===== src/rtl/clk_tree_pkg.sv =====
// -----------------------------------------------------------------------------
// clk_tree_pkg
// Shared definitions for the clock divider tree: default sizes, a constant
// clog2 helper, the per-channel configuration record and the divide-value
// saturation helper (a requested divide of 0 behaves as 1).
// -----------------------------------------------------------------------------
package clk_tree_pkg;

    localparam int DEF_NUM_OUT = 16;
    localparam int DEF_DIV_W   = 8;

    // Divide values travel through the config record at this fixed width so
    // one record type serves every DIV_W below it.
    localparam int MAX_DIV_W   = 32;

    typedef struct packed {
        logic [MAX_DIV_W-1:0] div;
        logic                 en;
    } chan_cfg_t;

    // Ceiling log2 usable in constant expressions.
    function automatic int clog2(input int value);
        int res;
        int rem;
        res = 0;
        rem = value - 1;
        while (rem > 0) begin
            res = res + 1;
            rem = rem >>> 1;
        end
        return res;
    endfunction

    // A divide of 0 would stall the counter; run it as divide-by-1 instead.
    function automatic logic [MAX_DIV_W-1:0] sat_div(input logic [MAX_DIV_W-1:0] div);
        logic [MAX_DIV_W-1:0] res;
        if (div == {MAX_DIV_W{1'b0}}) begin
            res = {{(MAX_DIV_W-1){1'b0}}, 1'b1};
        end else begin
            res = div;
        end
        return res;
    endfunction

endpackage


===== src/rtl/clk_div_chan.sv =====
// -----------------------------------------------------------------------------
// clk_div_chan
// One divided clock channel. Holds an active configuration (divide, enable)
// and a single pending slot. A pending update is applied only at a safe
// point -- channel idle, or the edge where a high phase ends -- so no runt
// pulse or shortened high phase is ever produced. align restarts the phase
// and applies any pending update immediately.
//
// Ports:
//   clk_in    source clock, rising edge
//   reset     synchronous active-high reset
//   cfg_wr    load cfg_data into the pending slot (only issued when pend=0)
//   cfg_data  divide (already saturated to >=1) and enable
//   align     restart the phase on the next edge
//   clk_out   divided clock (register output)
//   running   active enable
//   upd_done  one-cycle pulse after a pending update is applied
//   pend      pending slot occupied
// -----------------------------------------------------------------------------
module clk_div_chan
    import clk_tree_pkg::*;
#(
    parameter int DIV_W    = DEF_DIV_W,
    parameter bit RESET_EN = 1'b0
) (
    input  logic      clk_in,
    input  logic      reset,
    input  logic      cfg_wr,
    input  chan_cfg_t cfg_data,
    input  logic      align,
    output logic      clk_out,
    output logic      running,
    output logic      upd_done,
    output logic      pend
);

    localparam logic [DIV_W-1:0] DIV_ONE = DIV_W'(1'b1);

    logic [DIV_W-1:0] cnt_r,     cnt_s;
    logic             out_r,     out_s;
    logic [DIV_W-1:0] div_act_r, div_act_s;
    logic             en_act_r,  en_act_s;
    logic [DIV_W-1:0] div_p_r,   div_p_s;
    logic             en_p_r,    en_p_s;
    logic             pend_r,    pend_s;
    logic             done_r,    done_s;

    logic             at_term_s;
    logic             apply_s;
    logic [MAX_DIV_W-DIV_W-1:0] cfg_div_unused_s;

    // The top saturates a DIV_W-wide value, so the upper record bits are zero.
    assign cfg_div_unused_s = cfg_data.div[MAX_DIV_W-1:DIV_W];

    assign at_term_s = (cnt_r == (div_act_r - DIV_ONE));
    // Safe point: idle channel, or the edge on which a high phase ends.
    assign apply_s   = pend_r && (align || !en_act_r || (out_r && at_term_s));

    // Next-state for counter, output bit and active configuration.
    always_comb begin
        cnt_s     = cnt_r;
        out_s     = out_r;
        div_act_s = div_act_r;
        en_act_s  = en_act_r;
        if (apply_s) begin
            cnt_s     = {DIV_W{1'b0}};
            out_s     = 1'b0;
            div_act_s = div_p_r;
            en_act_s  = en_p_r;
        end else if (align) begin
            cnt_s = {DIV_W{1'b0}};
            out_s = 1'b0;
        end else if (en_act_r) begin
            if (at_term_s) begin
                cnt_s = {DIV_W{1'b0}};
                out_s = ~out_r;
            end else begin
                cnt_s = cnt_r + DIV_ONE;
                out_s = out_r;
            end
        end else begin
            cnt_s = {DIV_W{1'b0}};
            out_s = 1'b0;
        end
    end

    // Next-state for the pending slot and the update-done pulse.
    always_comb begin
        div_p_s = div_p_r;
        en_p_s  = en_p_r;
        pend_s  = pend_r;
        done_s  = apply_s;
        if (cfg_wr) begin
            div_p_s = cfg_data.div[DIV_W-1:0];
            en_p_s  = cfg_data.en;
            pend_s  = 1'b1;
        end else if (apply_s) begin
            pend_s = 1'b0;
        end else begin
            pend_s = pend_r;
        end
    end

    // State registers with synchronous reset.
    always_ff @(posedge clk_in) begin
        if (reset) begin
            cnt_r     <= {DIV_W{1'b0}};
            out_r     <= 1'b0;
            div_act_r <= DIV_ONE;
            en_act_r  <= RESET_EN;
            div_p_r   <= DIV_ONE;
            en_p_r    <= 1'b0;
            pend_r    <= 1'b0;
            done_r    <= 1'b0;
        end else begin
            cnt_r     <= cnt_s;
            out_r     <= out_s;
            div_act_r <= div_act_s;
            en_act_r  <= en_act_s;
            div_p_r   <= div_p_s;
            en_p_r    <= en_p_s;
            pend_r    <= pend_s;
            done_r    <= done_s;
        end
    end

    assign clk_out  = out_r;
    assign running  = en_act_r;
    assign upd_done = done_r;
    assign pend     = pend_r;

endmodule


===== src/rtl/clk_div_tree.sv =====
// -----------------------------------------------------------------------------
// clk_div_tree
// NUM_OUT independently divided, registered clocks derived from clk_in.
// Configuration arrives one channel at a time over a valid/ready port; each
// channel buffers one update and applies it glitch-free. align re-phases all
// channels together.
//
// Ports:
//   clk_in     source clock, rising edge
//   reset      synchronous active-high reset
//   cfg_valid  config request valid
//   cfg_ready  request accepted this cycle when valid (target slot free)
//   cfg_idx    target channel; indices >= NUM_OUT are accepted and dropped
//   cfg_div    half-period in clk_in cycles (0 runs as 1)
//   cfg_en     channel enable
//   align      one-cycle pulse restarting every channel phase
//   clk_out    divided clocks
//   running    active enable per channel
//   upd_done   one-cycle pulse per channel when its update is applied
// -----------------------------------------------------------------------------
module clk_div_tree
    import clk_tree_pkg::*;
#(
    parameter int NUM_OUT  = DEF_NUM_OUT,
    parameter int DIV_W    = DEF_DIV_W,
    parameter bit RESET_EN = 1'b0,
    localparam int IDX_W   = (NUM_OUT > 1) ? clog2(NUM_OUT) : 1
) (
    input  logic               clk_in,
    input  logic               reset,
    input  logic               cfg_valid,
    output logic               cfg_ready,
    input  logic [IDX_W-1:0]   cfg_idx,
    input  logic [DIV_W-1:0]   cfg_div,
    input  logic               cfg_en,
    input  logic               align,
    output logic [NUM_OUT-1:0] clk_out,
    output logic [NUM_OUT-1:0] running,
    output logic [NUM_OUT-1:0] upd_done
);

    logic [NUM_OUT-1:0] pend_s;
    logic [NUM_OUT-1:0] cfg_wr_s;
    logic               idx_ok_s;
    logic               pend_sel_s;
    logic               cfg_ready_s;
    chan_cfg_t          cfg_data_s;

    assign idx_ok_s = (int'(cfg_idx) < NUM_OUT);

    // Pending flag of the addressed channel; out-of-range targets never stall.
    always_comb begin
        pend_sel_s = 1'b0;
        if (idx_ok_s) begin
            pend_sel_s = pend_s[cfg_idx];
        end else begin
            pend_sel_s = 1'b0;
        end
    end

    assign cfg_ready_s = !reset && !align && !pend_sel_s;
    assign cfg_ready   = cfg_ready_s;

    assign cfg_data_s.div = sat_div(MAX_DIV_W'(cfg_div));
    assign cfg_data_s.en  = cfg_en;

    // One channel per output; the write strobe is the decoded transfer.
    for (genvar ch = 0; ch < NUM_OUT; ch++) begin : g_chan
        assign cfg_wr_s[ch] = cfg_valid && cfg_ready_s && (cfg_idx == IDX_W'(ch));

        clk_div_chan #(
            .DIV_W    (DIV_W),
            .RESET_EN (RESET_EN)
        ) u_chan (
            .clk_in   (clk_in),
            .reset    (reset),
            .cfg_wr   (cfg_wr_s[ch]),
            .cfg_data (cfg_data_s),
            .align    (align),
            .clk_out  (clk_out[ch]),
            .running  (running[ch]),
            .upd_done (upd_done[ch]),
            .pend     (pend_s[ch])
        );
    end

endmodule

===== config.mk =====
export PLATFORM = sky130hd
export DESIGN_NAME = clk_div_tree
export DESIGN_NICKNAME = d
export VERILOG_FILES = /design/src/rtl/clk_tree_pkg.sv /design/src/rtl/clk_div_chan.sv /design/src/rtl/clk_div_tree.sv
export SDC_FILE = /design/constraint.sdc
export NUM_CORES = 1
export LEC_CHECK = 0
export BUFFER_PORTS_ARGS = -buffer_cell sky130_fd_sc_hd__buf_4
export CORE_ASPECT_RATIO = 0.8
export CORE_MARGIN = 3
export CORE_UTILIZATION = 45
export CTS_CLUSTER_SIZE = 20
export DETAILED_ROUTE_END_ITERATION = 12
export PLACE_DENSITY = 0.6
export SYNTH_ARGS = -nofsm -noshare
export SYNTH_HDL_FRONTEND = slang
export SYNTH_HIERARCHICAL = 1
export SYNTH_SLANG_ARGS = --single-unit

===== constraint.sdc =====
create_clock -name clk_in -period 2.2 [get_ports clk_in]
set_input_delay 0.22 -clock clk_in [delete_from_list [all_inputs] [get_ports clk_in]]
set_output_delay 0.22 -clock clk_in [all_outputs]
set_load 0.1 [all_outputs]

-- Word-level counts from Yosys, hierarchy flattened
Cells that the tools add are included.
- flip-flop bits (word level): 464
- output and inout bits: 49
- logic and storage cells: 411
- add/sub/neg operators: 32
- magnitude comparators: 1
- equality and inequality tests: 31
- mux-type cells: 35
- bitwise gates (word level): 32
- reduce and logical (&&, ||, !) cells: 152
- operator list (operator ; number):
    8-bit by 1-bit adder with 8-bit output (second input constant) ; 16
    8-bit == test ; 16
    8-bit by 1-bit subtractor with 8-bit output (second input constant) ; 16
    5-bit OR reduction ; 16
    4-bit OR reduction ; 16
    1-bit logical AND ; 51
    1-bit two-way mux ; 33
    4-bit == test (second input constant) ; 8
    1-bit logical OR ; 32
    1-bit NOT ; 32
    2-bit nonzero test ; 16
    1-bit zero test ; 19
    4-bit by 3-bit == test with 1-bit output (second input constant) ; 4
    4-bit by 2-bit == test with 1-bit output (second input constant) ; 2
    8-bit zero test ; 1
    8-bit two-way mux ; 1
    4-bit by 5-bit < comparator with 1-bit output (second input constant) ; 1
    1-bit binary-select mux with 4-bit select ; 1
    4-bit by 1-bit == test with 1-bit output (second input constant) ; 1
    4-bit zero test ; 1

-- Longest topological paths before layout
Gate-level depths: netlist (run 1).
- depth after elaboration: 7
- depth in mapped cells: 11
- depth with buffers taken out: 9

-- Hierarchy
Netlist (run 1), hierarchy kept.
- modules (own cells, without submodules) (module ; instances ; cells each ; area an instance (um^2)):
    clk_div_chan (g_chan[0].u_chan ...) ; 14 ; 141 ; 1377.6
    clk_div_chan (g_chan[9].u_chan) ; 1 ; 143 ; 1375.1
    clk_div_chan (g_chan[8].u_chan) ; 1 ; 136 ; 1298.7
    clk_div_tree ; 1 ; 51 ; 359.1

-- Worst setup path after synthesis (run 1)
No wires, ideal clock.
- path kind: input -> output
- from: input cfg_idx[0]
- to: output cfg_ready
- arrival: 2.461 ns
- required time: 1.980 ns
- slack: -0.481 ns
- stages on the path: 3
- path buffers: 1
- cells stage by stage: clkbuf_1 -> mux4_2 -> a221oi_2
- cells in the longest elaborated chain, start to end: 4
- ends and longest elaborated chain (element ; RTL line ; RTL):
    from (decl) ; clk_div_tree.sv:33 ; input logic [IDX_W-1:0] cfg_idx,
    1-bit binary-select mux with 4-bit select ; clk_div_tree.sv:55 ; pend_sel_s = pend_s[cfg_idx];
    1-bit two-way mux (implied by the code) ; clk_div_tree.sv:55 ;
    1-bit zero test ; clk_div_tree.sv:61 ; assign cfg_ready_s = !reset && !align && !pend_sel_s;
    1-bit logical AND ; clk_div_tree.sv:61 ;
    to (decl) ; clk_div_tree.sv:32 ; output logic cfg_ready,
Every way passes these cells. The select of a mux whose other input is x is not followed.

-- Final worst setup path (run 1)
- from: register g_chan[12].u_chan.pend_r
- to: output cfg_ready
- cells in the longest elaborated chain, start to end: 4
- ends and longest elaborated chain (element ; RTL line ; RTL):
    from (decl) ; clk_div_chan.sv:45 ; logic pend_r, pend_s;
    from (signal assigned) ; clk_div_chan.sv:122 ; pend_r <= pend_s;
    1-bit binary-select mux with 4-bit select ; clk_div_tree.sv:55 ;
    1-bit two-way mux (implied by the code) ; clk_div_tree.sv:55 ;
    1-bit zero test ; clk_div_tree.sv:61 ;
    1-bit logical AND ; clk_div_tree.sv:61 ;
Every way passes these cells. The select of a mux whose other input is x is not followed.

==> run metrics, run 1 <==
Antenna diodes 0; status finished, violations left; commonest non-fill, non-tap cell in the layout dfxtp_1; core area approximately 0.049 sq mm; Least-Margin Pin Slew 0.692 ns; CP endpoint kind output pin; Iter 0 DRT Violations between 1000 and 1500; Final #Nets ~2500; Die Y 205 um; Setup TNS -1.23 ns; Port Buffer Count 65; Slew headroom 0.538; synthesized cell area around 0.022 sq mm; Max Slew Vio Count 0; setup slack after layout -0.337 ns; total of max-cap violations 0; gpl congestion roughly 0.87; clk_lat worst skew roughly 0.59 ns; FP Rows just over 70; Core Util, Final 0.541; Placement Cell Area about 0.024 sq mm; Detail Placement HPWL 35800 um; Worst-path clk slew about 0.060 ns; Crit Path Max Fanout 2; Max H-tree Level 2; failing checks negative setup slack; final critical-path required period around 2.5 ns; Clock Path Buffers 3; Worst Path Arrival between 2 and 2.5 ns; initial core utilization 0.459; critical path class reg2out; Die Wd between 200 and 300 um; GRT Total Usage 0.201; Peak Freq between 300 and 400 MHz; ANT nets after route 0; Residual DRC 0; Ports 66; leak pwr 9.30 nW; final hold viol count 0; Syn Area/Cell 9.69 sq um; PD cells approximately 660 mW/mm^2; unrepaired setup endpoints after global routing yes; Hold WS ~0.13 ns; total power draw approximately 17 mW; syn nets between 2000 and 2500; initial antenna violation count 0; DR vias/cell between 5 and 6; Via Count roughly 17000; total CTS buffers 50; first-pass GRT wire length between 80000 and 90000 um; number of global-route vias before repair 16100; Root Buffer clkbuf_16; Final Skew between 0.009 and 0.01 ns; grt ovf 0; TritonCTS clock tree done; Synth Warn # 6; final WL between 50000 and 60000 um; Layout Area Growth over Synthesis 17.9%; WL per Instance roughly 17 um; fraction of layout cells with a size suffix above 1 0.202; worst vdd ir roughly 0.51 mV; largest net degree at the start of global routing ~130; Detailed Routing Iterations Pass 1 5; worst min-delay path class in2reg; Cells after Synth around 2300; Final Cycle Share 1.15; final setup vio count 10; clock sinks about 460; final cell area excluding filler cells 0.0263 sq mm; die area 0.0523 sq mm; most frequent cells in the layout 449 x dfxtp_1, 294 x nor2_1, 231 x nand2_1; CP required around 2.0 ns; Worst setup SP type flop
==> flip-flops by register name (all words and copies together), names as in the netlist <==
| register | flops |
|---|---|
| g_chan.u_chan/pend | 16 |
| g_chan.u_chan/cnt_r | 128 |
| g_chan.u_chan/div_p_r | 128 |
| g_chan.u_chan/upd_done | 16 |
| g_chan.u_chan/clk_out | 16 |
| g_chan.u_chan/en_p_r | 16 |
| g_chan.u_chan/div_act_r | 128 |
| g_chan.u_chan/running | 16 |
==> final timing paths <==
path | startpoint | end | slack [ns] | cells past startpoint
worst max-delay path | g_chan[12].u_chan/pend | cfg_ready | -0.34 | 4
worst min-delay path | cfg_en | g_chan[2].u_chan/en_p_r | 0.13 | 3
worst max register to register | g_chan[8].u_chan/div_act_r[0] | g_chan[8].u_chan/div_act_r[7] | -0.15 | 9
worst min register to register | g_chan[15].u_chan/div_p_r[5] | g_chan[15].u_chan/div_act_r[5] | 0.46 | 1
==> critical path: stages (launching register included) <==
cell and delay (ns):
dfxtp_2 0.34, mux4_2 0.48, mux2_4 0.30, a221oi_4 0.39
buf_12 0.23
==> per-layer routing <==
metal	track usage	wire length (um)	vias up
li1	-	-	8369
met3	0.0322	1880	91
met2	0.316	23700	229
met1	0.283	26500	7952
met4	0.0606	1290	0
met5	0	0	-
==> layout make-up <==
cell class	count	area, sq um
Sequential cell	464	9320
Timing Repair Buffer	173	1420
Tap cell	629	787
Multi-Input combinational cell	1660	12700
Fill cell	4340	22300
Inverter	111	422
Clock buffer	70	1410
Clock inverter	22	256
==> power by group <==
group | leakage, nW | switching [mW] | internal, mW | total, mW
Clock | 0.810 | 3.50 | 5.06 | 8.55
Sequential | 3.74 | 0.00751 | 8.41 | 8.42
Combinational | 4.75 | 0.304 | 0.107 | 0.411
Total | 9.30 | 3.81 | 13.6 | 17.4
==> per-stage QoR <==
stage | worst slack [ns] | instances
2_1_floorplan | -0.0339 | 2303
3_3_place_gp | -0.0220 | 3000
3_5_place_dp | -0.119 | 3000
4_1_cts | -0.389 | 3100
5_1_grt | -0.399 | 3129
6_report | -0.337 | 3129
==> timing repair <==
| action | 4_1_cts | 5_1_grt |
|---|---|---|
| gates resized for setup | 11 | 54 |
| pin swaps | 10 | 63 |
| endpoints found under the hold margin | 2 | 0 |
| endpoints found under the setup margin | 52 | 203 |
| buffers inserted | 5 | 21 |
| hold buffers | 1 | 0 |
| cloned | 2 | 8 |
(Power assumes the default switching activity.)
==> inputs of run 2 (changes only) <==
--- a/config.mk
+++ b/config.mk
@@ -5,7 +5,7 @@
 export SDC_FILE = /design/constraint.sdc
 export NUM_CORES = 1
 export LEC_CHECK = 0
-export BUFFER_PORTS_ARGS = -buffer_cell sky130_fd_sc_hd__buf_4
+export BUFFER_PORTS_ARGS = -buffer_cell sky130_fd_sc_hd__buf_2
 export CORE_ASPECT_RATIO = 0.8
 export CORE_MARGIN = 3
 export CORE_UTILIZATION = 45
==> run metrics, run 2 (synthesis results as in run 1) <==
number of global-route vias before repair 15700 (-2.4%); setup slack after layout -0.346 ns (-0.00880 ns); most frequent cells in the layout 453 x dfxtp_1, 295 x nor2_1, 230 x nand2_1; gpl congestion 0.858 (-1.1%); Worst setup SP type flop; worst vdd ir 0.437 mV (-15%); critical path class reg2out; final hold viol count 0 (unchanged); Die Wd 255 um (unchanged); grt ovf 0 (unchanged); status finished, violations left; Worst-path clk slew 0.06 ns (about the same); clk_lat worst skew 0.57 ns (-0.02 ns); Detail Placement HPWL 35500 um (-0.78%); Setup TNS -0.642 ns (+0.586 ns); ANT nets after route 0 (unchanged); Detailed Routing Iterations Pass 1 6 (+1); fraction of layout cells with a size suffix above 1 0.198 (-0.00417); Crit Path Max Fanout 2 (unchanged); largest net degree at the start of global routing 111 (-14%); Max H-tree Level 2 (unchanged); die area 0.0523 sq mm (unchanged); CP required 1.98 ns (about the same); PD cells 656 mW/mm^2 (-0.74%); Max Slew Vio Count 0 (unchanged); Ports 66 (unchanged); Die Y 205 um (unchanged); WL per Instance 17.0 um (-0.20%); Layout Area Growth over Synthesis 16.8%; leak pwr 9.26 nW (-0.47%); Antenna diodes 0 (unchanged); final critical-path required period 2.55 ns (+0.00880 ns); Iter 0 DRT Violations 859 (-16%); delay-heaviest family, CP multiplexers; Hold WS 0.229 ns (+0.0982 ns); DR vias/cell 5.34 (+0.46%); Bufs and invs on worst path 1 (unchanged); final setup vio count 10 (unchanged); commonest non-fill, non-tap cell in the layout dfxtp_1; TritonCTS clock tree done; core area 0.0486 sq mm (unchanged); Post-CTS Hold Fix Bufs 0 (-1); first-pass GRT wire length 83400 um (-2.1%); Final Skew 0.0179 ns (+0.00814 ns); CP max-delay cell mux4_2; failing checks negative setup slack; Least-Margin Pin Slew 0.740 ns (+0.0482 ns); Residual DRC 0 (unchanged); Port Buffer Count 65 (unchanged); CP endpoint kind output pin; Clock Path Buffers 3 (unchanged); unrepaired setup endpoints after global routing yes; clock sinks 464 (unchanged); FP Rows 72 (unchanged); Peak Freq 393 MHz (-0.35%); total of max-cap violations 0 (unchanged); Via Count 16700 (+0.20%); final WL 53100 um (-0.46%); Worst Path Arrival 2.33 ns (about the same); Final #Nets 2504 (-0.20%); initial core utilization 0.459 (unchanged); Root Buffer clkbuf_16; CP Cell Sequence mux4_2 > mux2_4 > a221oi_4 > buf_12; initial antenna violation count 0 (unchanged); total CTS buffers 49 (-2.0%); GRT Total Usage 0.196 (-0.00443); worst min-delay path class in2reg; largest registers g_chan.u_chan/cnt_r (128), g_chan.u_chan/div_act_r (128), g_chan.u_chan/div_p_r (128); Slew headroom 0.505 (-0.0322); crit-path max cell delay 0.49 ns (about the same); Final Cycle Share 1.16 (+0.00400)
==> run 2: cell count changes in the layout (fill, tap and decap cells not counted), sizes merged, moves of 2 or more <==
cell / previous run / this run
buf: 170 / 166
clkinv: 27 / 23
a21oi: 56 / 59
bufinv: 5 / 3
clkinvlp: 4 / 2
==> run 2: power breakdown <==
part           internal [mW]  leakage, nW  total [mW]  switching (mW)
registers               8.41         3.74        8.42         0.00739
clock network           4.89        0.794        8.26            3.37
logic                  0.106         4.72       0.412           0.306
total                   13.4         9.26        17.1            3.69
==> run 2: what timing repair did <==
action / CTS / global route
pin swaps: 8 / 67
setup endpoints to repair: 34 / 170
gates resized for setup: 5 / 47
cloned: 2 / 11
buffers inserted: 0 / 19
==> run 2: final timing paths <==
kind	start	end	slack [ns]	cells past startpoint
hold / removal	reset	g_chan[7].u_chan/div_p_r[7]	0.23	4
setup / recovery	g_chan[12].u_chan/pend	cfg_ready	-0.35	4
setup reg to reg	g_chan[8].u_chan/div_act_r[0]	g_chan[8].u_chan/div_act_r[7]	-0.07	9
hold reg to reg	g_chan[2].u_chan/div_p_r[3]	g_chan[2].u_chan/div_act_r[3]	0.46	1
==> run 2: layout make-up <==
type,instances,area [sq um]
sequential,464,9310
clock buffer,73,1450
fill,4404,22600
inverter,111,419
multi-input combinational,1663,12700
tap,629,787
clock inverter,15,166
timing repair buffer,166,1210
==> run 2: metrics by stage <==
step / utilization / instance area, sq um / power, mW / cells / setup slack [ns]
after floorplan: - / 22400 / 8.78 / 2303 / -0.0339
after global placement: 0.492 / 23900 / 9.02 / 3001 / -0.107
after detailed placement: 0.492 / 23900 / 9.02 / 3001 / -0.104
after CTS: 0.526 / 25600 / 17.3 / 3091 / -0.406
after global routing: 0.536 / 26100 / 17.7 / 3121 / -0.436
final: 0.536 / 26100 / 17.1 / 3121 / -0.346
==> run 2: worst register-to-register path, cell delays in order (launching register included) <==
cell and delay, ns:
dfxtp_2 0.36, inv_2 0.06, ha_4 0.16, xor2_1 0.14, xnor2_1 0.16, a32oi_1 0.08
or4_4 0.58, a2111oi_4 0.30, a31o_2 0.23, a22o_1 0.15
==> run 2: layer usage <==
layer,wire length [um],share of wire,GRT usage
met5,0,0,0
met4,906,0.017,0.0484
met3,1910,0.036,0.0281
met2,24000,0.45,0.317
met1,26300,0.49,0.277
